==> src/rtl/if_icache_pkg.sv <==
// Shared types and constants for the direct-mapped instruction cache.
package if_icache_pkg;
  typedef enum logic [1:0] {IDLE, FILL, RESP} icache_state_t;

  localparam int ICACHE_LINE_BITS   = 256;
  localparam int ICACHE_OFFSET_BITS = 5;

  // Word w of a line lives at bits [32w+31:32w].
  function automatic logic [31:0] icache_word(input logic [ICACHE_LINE_BITS-1:0] line,
                                              input logic [2:0] w);
    return line[w*32 +: 32];
  endfunction
endpackage

==> src/rtl/if_icache_if.sv <==
// Fetch-side and line-fill-side signals of the instruction cache.
interface if_icache_if;
  import if_icache_pkg::*;

  logic                        icache_read_i;
  logic [31:0]                 icache_addr_i;
  logic                        icache_flush_i;
  logic [31:0]                 icache_rdata_o;
  logic                        icache_resp_o;
  logic                        pmem_read_o;
  logic [31:0]                 pmem_address_o;
  logic [ICACHE_LINE_BITS-1:0] pmem_rdata_i;
  logic                        pmem_resp_i;

  // master: fetch stage plus memory arbiter; slave: the cache
  modport master (
    output icache_read_i, icache_addr_i, icache_flush_i, pmem_rdata_i, pmem_resp_i,
    input  icache_rdata_o, icache_resp_o, pmem_read_o, pmem_address_o
  );
  modport slave (
    input  icache_read_i, icache_addr_i, icache_flush_i, pmem_rdata_i, pmem_resp_i,
    output icache_rdata_o, icache_resp_o, pmem_read_o, pmem_address_o
  );
endinterface

==> src/rtl/icache_array.sv <==
// Flop array: asynchronous read, synchronous write, synchronous clear of all rows.
module icache_array #(
  parameter int WIDTH     = 1,
  parameter int ADDR_BITS = 4
) (
  input  logic                 clk,
  input  logic                 clr,
  input  logic                 we,
  input  logic [ADDR_BITS-1:0] waddr,
  input  logic [WIDTH-1:0]     wdata,
  input  logic [ADDR_BITS-1:0] raddr,
  output logic [WIDTH-1:0]     rdata
);
  localparam int DEPTH = 2**ADDR_BITS;

  logic [DEPTH-1:0][WIDTH-1:0] mem;

  // clear beats write so a flush landing on a fill leaves the row invalid
  for (genvar i = 0; i < DEPTH; i++) begin : g_row
    always_ff @(posedge clk) begin
      if (clr)                                 mem[i] <= '0;
      else if (we && waddr == ADDR_BITS'(i))   mem[i] <= wdata;
    end
  end

  assign rdata = mem[raddr];
endmodule

==> src/rtl/if_icache.sv <==
// Direct-mapped read-only instruction cache: 0-cycle hits, one 256-bit line fill per miss.
module if_icache
  import if_icache_pkg::*;
#(
  parameter  int S_INDEX = 4,
  localparam int S_TAG   = 32 - ICACHE_OFFSET_BITS - S_INDEX
) (
  input logic         clk,
  input logic         rst,
  if_icache_if.slave  bus
);
  icache_state_t               state;
  logic [31:2]                 addr_q;
  logic [31:0]                 word_q;
  logic                        flush_pend;

  logic [S_INDEX-1:0]          idx_rd, idx_wr;
  logic [S_TAG-1:0]            tag_in, tag_fill, tag_rd;
  logic                        valid_rd, hit, fill_done, valid_clr;
  logic [ICACHE_LINE_BITS-1:0] line_rd;
  logic                        unused_addr_lsb;

  assign idx_rd   = bus.icache_addr_i[ICACHE_OFFSET_BITS +: S_INDEX];
  assign tag_in   = bus.icache_addr_i[31 -: S_TAG];
  assign idx_wr   = addr_q[ICACHE_OFFSET_BITS +: S_INDEX];
  assign tag_fill = addr_q[31 -: S_TAG];
  assign unused_addr_lsb = ^bus.icache_addr_i[1:0];

  assign hit       = (state == IDLE) && bus.icache_read_i && valid_rd && (tag_rd == tag_in);
  assign fill_done = (state == FILL) && bus.pmem_resp_i;
  // a flush seen during FILL is deferred to fill completion so the new line stays invalid
  assign valid_clr = rst
                   | (bus.icache_flush_i && state != FILL)
                   | (fill_done && (flush_pend || bus.icache_flush_i));

  icache_array #(.WIDTH(1), .ADDR_BITS(S_INDEX)) u_valid (
    .clk, .clr(valid_clr), .we(fill_done), .waddr(idx_wr), .wdata(1'b1),
    .raddr(idx_rd), .rdata(valid_rd)
  );

  icache_array #(.WIDTH(S_TAG), .ADDR_BITS(S_INDEX)) u_tag (
    .clk, .clr(1'b0), .we(fill_done), .waddr(idx_wr), .wdata(tag_fill),
    .raddr(idx_rd), .rdata(tag_rd)
  );

  icache_array #(.WIDTH(ICACHE_LINE_BITS), .ADDR_BITS(S_INDEX)) u_data (
    .clk, .clr(1'b0), .we(fill_done), .waddr(idx_wr), .wdata(bus.pmem_rdata_i),
    .raddr(idx_rd), .rdata(line_rd)
  );

  always_ff @(posedge clk) begin
    if (rst) begin
      state      <= IDLE;
      addr_q     <= '0;
      word_q     <= '0;
      flush_pend <= 1'b0;
    end else begin
      case (state)
        IDLE: if (bus.icache_read_i && !hit) begin
          state  <= FILL;
          addr_q <= bus.icache_addr_i[31:2];
        end
        FILL: begin
          if (bus.icache_flush_i) flush_pend <= 1'b1;
          if (bus.pmem_resp_i) begin
            word_q     <= icache_word(bus.pmem_rdata_i, addr_q[4:2]);
            flush_pend <= 1'b0;
            state      <= RESP;
          end
        end
        RESP:    state <= IDLE;
        default: state <= IDLE;
      endcase
    end
  end

  assign bus.icache_resp_o  = hit || (state == RESP);
  assign bus.icache_rdata_o = hit             ? icache_word(line_rd, bus.icache_addr_i[4:2]) :
                              (state == RESP) ? word_q : '0;
  assign bus.pmem_read_o    = (state == FILL);
  assign bus.pmem_address_o = (state == FILL) ? {addr_q[31:5], 5'b0} : '0;
endmodule

==> src/flat_wrapper.sv <==
// flat-port wrapper written by rule: the top's interface ports become plain ports
module if_icache_flat import if_icache_pkg::*;
#(
  parameter  int S_INDEX = 4,
  localparam int S_TAG   = 32 - ICACHE_OFFSET_BITS - S_INDEX
)
  (clk, rst, bus_icache_read_i, bus_icache_addr_i, bus_icache_flush_i, bus_pmem_rdata_i, bus_pmem_resp_i, bus_icache_rdata_o, bus_icache_resp_o, bus_pmem_read_o, bus_pmem_address_o);
  if_icache_if bus_i ();
  input logic clk;
  input logic rst;
  input wire logic [$bits(bus_i.icache_read_i)-1:0] bus_icache_read_i;
  input wire logic [$bits(bus_i.icache_addr_i)-1:0] bus_icache_addr_i;
  input wire logic [$bits(bus_i.icache_flush_i)-1:0] bus_icache_flush_i;
  input wire logic [$bits(bus_i.pmem_rdata_i)-1:0] bus_pmem_rdata_i;
  input wire logic [$bits(bus_i.pmem_resp_i)-1:0] bus_pmem_resp_i;
  output wire logic [$bits(bus_i.icache_rdata_o)-1:0] bus_icache_rdata_o;
  output wire logic [$bits(bus_i.icache_resp_o)-1:0] bus_icache_resp_o;
  output wire logic [$bits(bus_i.pmem_read_o)-1:0] bus_pmem_read_o;
  output wire logic [$bits(bus_i.pmem_address_o)-1:0] bus_pmem_address_o;
  assign bus_i.icache_read_i = bus_icache_read_i;
  assign bus_i.icache_addr_i = bus_icache_addr_i;
  assign bus_i.icache_flush_i = bus_icache_flush_i;
  assign bus_i.pmem_rdata_i = bus_pmem_rdata_i;
  assign bus_i.pmem_resp_i = bus_pmem_resp_i;
  assign bus_icache_rdata_o = bus_i.icache_rdata_o;
  assign bus_icache_resp_o = bus_i.icache_resp_o;
  assign bus_pmem_read_o = bus_i.pmem_read_o;
  assign bus_pmem_address_o = bus_i.pmem_address_o;
  if_icache #(.S_INDEX(S_INDEX)) u_core (.clk(clk), .rst(rst), .bus(bus_i));
endmodule
==> config.mk <==
export PLATFORM = sky130hd
export DESIGN_NAME = if_icache_flat
export DESIGN_NICKNAME = d
export VERILOG_FILES = /design/src/rtl/if_icache_pkg.sv /design/src/rtl/if_icache_if.sv /design/src/rtl/icache_array.sv /design/src/rtl/if_icache.sv /design/src/flat_wrapper.sv
export SDC_FILE = /design/constraint.sdc
export NUM_CORES = 2
export LEC_CHECK = 0
export ABC_AREA = 1
export CORE_UTILIZATION = 60
export DETAILED_ROUTE_END_ITERATION = 10
export PLACE_DENSITY_LB_ADDON = 0.3
export SYNTH_ARGS = -nofsm -noshare
export SYNTH_HDL_FRONTEND = slang
export SYNTH_SLANG_ARGS = --single-unit
export TNS_END_PERCENT = 5
==> constraint.sdc <==
create_clock -name clk -period 22.8 [get_ports clk]
set_input_delay 4.56 -clock clk [delete_from_list [all_inputs] [get_ports clk]]
set_output_delay 4.56 -clock clk [all_outputs]
set_load 0.005 [all_outputs]
==> metrics <==
Num CTS Buffers=444; initial antenna violation count=116; drt drc=0; Post-CTS Resized=0; Worst Setup End Kind=output pin; I/O pin count=359; share of layout cells above drive strength 1=6.16%; # Max-Cap Violations=0; Peak VDD IR=0.0000814 V; Overflow after GRT=0; Critical Path RT=18.24 ns; fin util=67.3%; Yosys cell types=28; wire per inst=28.4 um; Final Setup Violations=0; total wire length=533 mm; Pleak=66.2 nW; Slew headroom=13.1%; HP Class=flip-flop to flip-flop; Post-Syn Area=0.181 sq mm; total die area=0.304 sq mm; PortBufs=351; nets@finish=14700; clk buf depth=4; ranking of synthesized cells by area=edfxtp_1, o21ai_0, nor2_1; Vias=123000; Avg Inst Size Synth=12.5 sq um; clk_lat worst skew=1.03 ns; GP Congestion=0.859; worst-margin pin slew=1.27 ns; RSZ-0062 raised after global routing=no; total core area=0.300 sq mm; Worst Path Buf+Inv=7; Crit path max-delay family=buffers and inverters; Cells after Synth=14400; Vias/cell=6.54; area share of the largest cell type after synthesis=74.1%; CTS tree=yes; root cell of the clock tree=clkbuf_16; Worst-path clk slew=0.06 ns; Crit Path Class=primary input to output pin; CP peak stage delay=0.82 ns; sequential area share after synthesis=74.9%; Layout Skew=0.0741 ns; Final Hold Viols=0; row count=201; synthesized flop and latch total=4545; Max Fanout on Critical Path=109; Die Y-Extent=551 um; post-DP HPWL=276 mm; First-pass DRT Iterations=6; Setup Buffers After CTS=0; Initial Util=60.3%; Slowest cell on crit path=buf_4; Startpoint Class=primary input; total track usage=34.7%; first-pass GRT wire length=763 mm; Synthesis Warnings=0; cts hold-fix bufs=0; Most common cell on crit path=buf_4; Max Slew Vio Count=0; min Tclk post-route=16.22 ns; Area Growth Syn to Fin=11.6%; Reg area=0.136 sq mm; highest clock rate=0.0616 GHz; status=finished, final reports clean; area occupied by multi-input gates=0.0405 sq mm; Final TNS setup=0 ns; H-tree depth=5; initial drt markers=19500; vias in the first global route=113000; CP arrival=11.66 ns; TritonCTS Sinks=4545; die span in x=551 um; Post-DRT Antenna Nets=0; pin count of the biggest net entering global routing=201; CP cell instances=buf_16 -> buf_4 -> buf_4 -> buf_4 -> buf_4 -> buf_4 -> o21ai_0 -> o22ai_1 -> nand2_1 -> nand3_1 -> nand3_1 -> nand3_1 -> nand3_1 -> nand2_1 -> o21a_1 -> clkdlybuf4s50_1; cell taking the most area after synthesis=edfxtp_1; Fillers=20500; Final Cycle Share=71.2%; Pwr per Cell Area=87.3 mW/mm^2
==> flip-flops by register name, indices dropped and copies added, names as in the netlist <==
register            cells
u_core.u_valid.mem     16
u_core.word_q          32
u_core.u_data.mem    4096
u_core.u_tag.mem      368
u_core.addr_q          30
u_core.flush_pend       1
u_core.state            2
==> cells in the final DEF, fill, tap and decap left out, types with 67 or more instances in the layout <==
cell type           n
diode_2            67
nand3_1          1326
nor2_1           2237
clkbuf_16         446
inv_1             194
clkinv_2          102
clkbuf_1           91
edfxtp_1         4464
o21ai_0          2184
clkinv_1           83
buf_4             190
clkdlybuf4s50_1   344
nand2_1          1637
o22ai_1          1022
dfxtp_1            78
==> final timing paths <==
path,from,end,slack (ns),cells after the start
worst max-delay path,bus_icache_addr_i[5],bus_icache_rdata_o[5],6.58,16
worst min-delay path,u_core.flush_pend$_SDFFE_PP0P_,u_core.flush_pend$_SDFFE_PP0P_,0.46,2
worst max register to register,u_core.state[1]$_SDFFE_PP0P_,u_core.u_data.mem[1493]$_DFFE_PP_,17.24,10
worst min register to register,u_core.flush_pend$_SDFFE_PP0P_,u_core.flush_pend$_SDFFE_PP0P_,0.46,2
==> Yosys cell counts (all sizes together) <==
library cell,number
edfxtp,4464
clkbuf,810
dfxtp,81
o21ai,2188
o22ai,1022
o21a,32
o211ai,5
nand2,1639
nor2,2255
inv,203
clkinv,1
a21oi,35
nand3,1327
or2,3
o221ai,64
mux2i,64
buf,251
nor3,2
conb,1
==> area by class of cell <==
type / instances / share of cell area, %
Sequential cell: 4545 / 67.2
Tap cell: 3958 / 2.45
Timing Repair Buffer: 567 / 2.72
Antenna cell: 67 / 0.0830
Clock buffer: 555 / 5.82
Multi-Input combinational cell: 8641 / 20.0
Clock inverter: 271 / 1.31
Inverter: 204 / 0.405
==> cells by family (layout without fill, tap and decap cells) <==
logic type / after synthesis / in the layout / synth area share [%]
simple gates: 5226 / 5226 / 11.8
flops: 4545 / 4545 / 74.9
compound gates: 3346 / 3346 / 10.1
buf+inv: 1265 / 1597 / 2.79
mux: 64 / 64 / 0.354
other cells: 1 / 72 / 0.00207
==> worst min-delay path, delay by kind of cell (launching register included) <==
kind	cells	cell delay (ns)
buffers and inverters	1	0.06
flip-flops	1	0.30
AO/OA/AOI/OAI	1	0.06
==> routing by layer <==
| metal | part of all wire (%) | GRT usage (%) |
|---|---|---|
| met5 | 0.076 | 0 |
| met4 | 6.7 | 23.1 |
| met3 | 13 | 7.54 |
| met2 | 45 | 52.0 |
| met1 | 35 | 46.1 |
==> report_power, final <==
part	internal (W)	total, W	switching (W)
Sequential	0.00923	0.00927	0.0000314
Combinational	0.000290	0.00113	0.000837
Clock	0.00411	0.00723	0.00313
Total	0.0136	0.0176	0.00399
==> stage by stage <==
step	worst slack (ns)	area, sq um	total power, W	hold slack (ns)	instances
3_3_place_gp	6.87	187000	0.0105	0.439	17900
5_1_grt	6.35	202000	0.0180	0.484	18800
3_5_place_dp	6.82	187000	0.0105	0.454	17900
6_report	6.58	202000	0.0176	0.464	18800
2_1_floorplan	5.24	181000	0.0101	0.432	14500
4_1_cts	6.82	202000	0.0176	0.463	18700
Power figures use the tool's default switching activity.
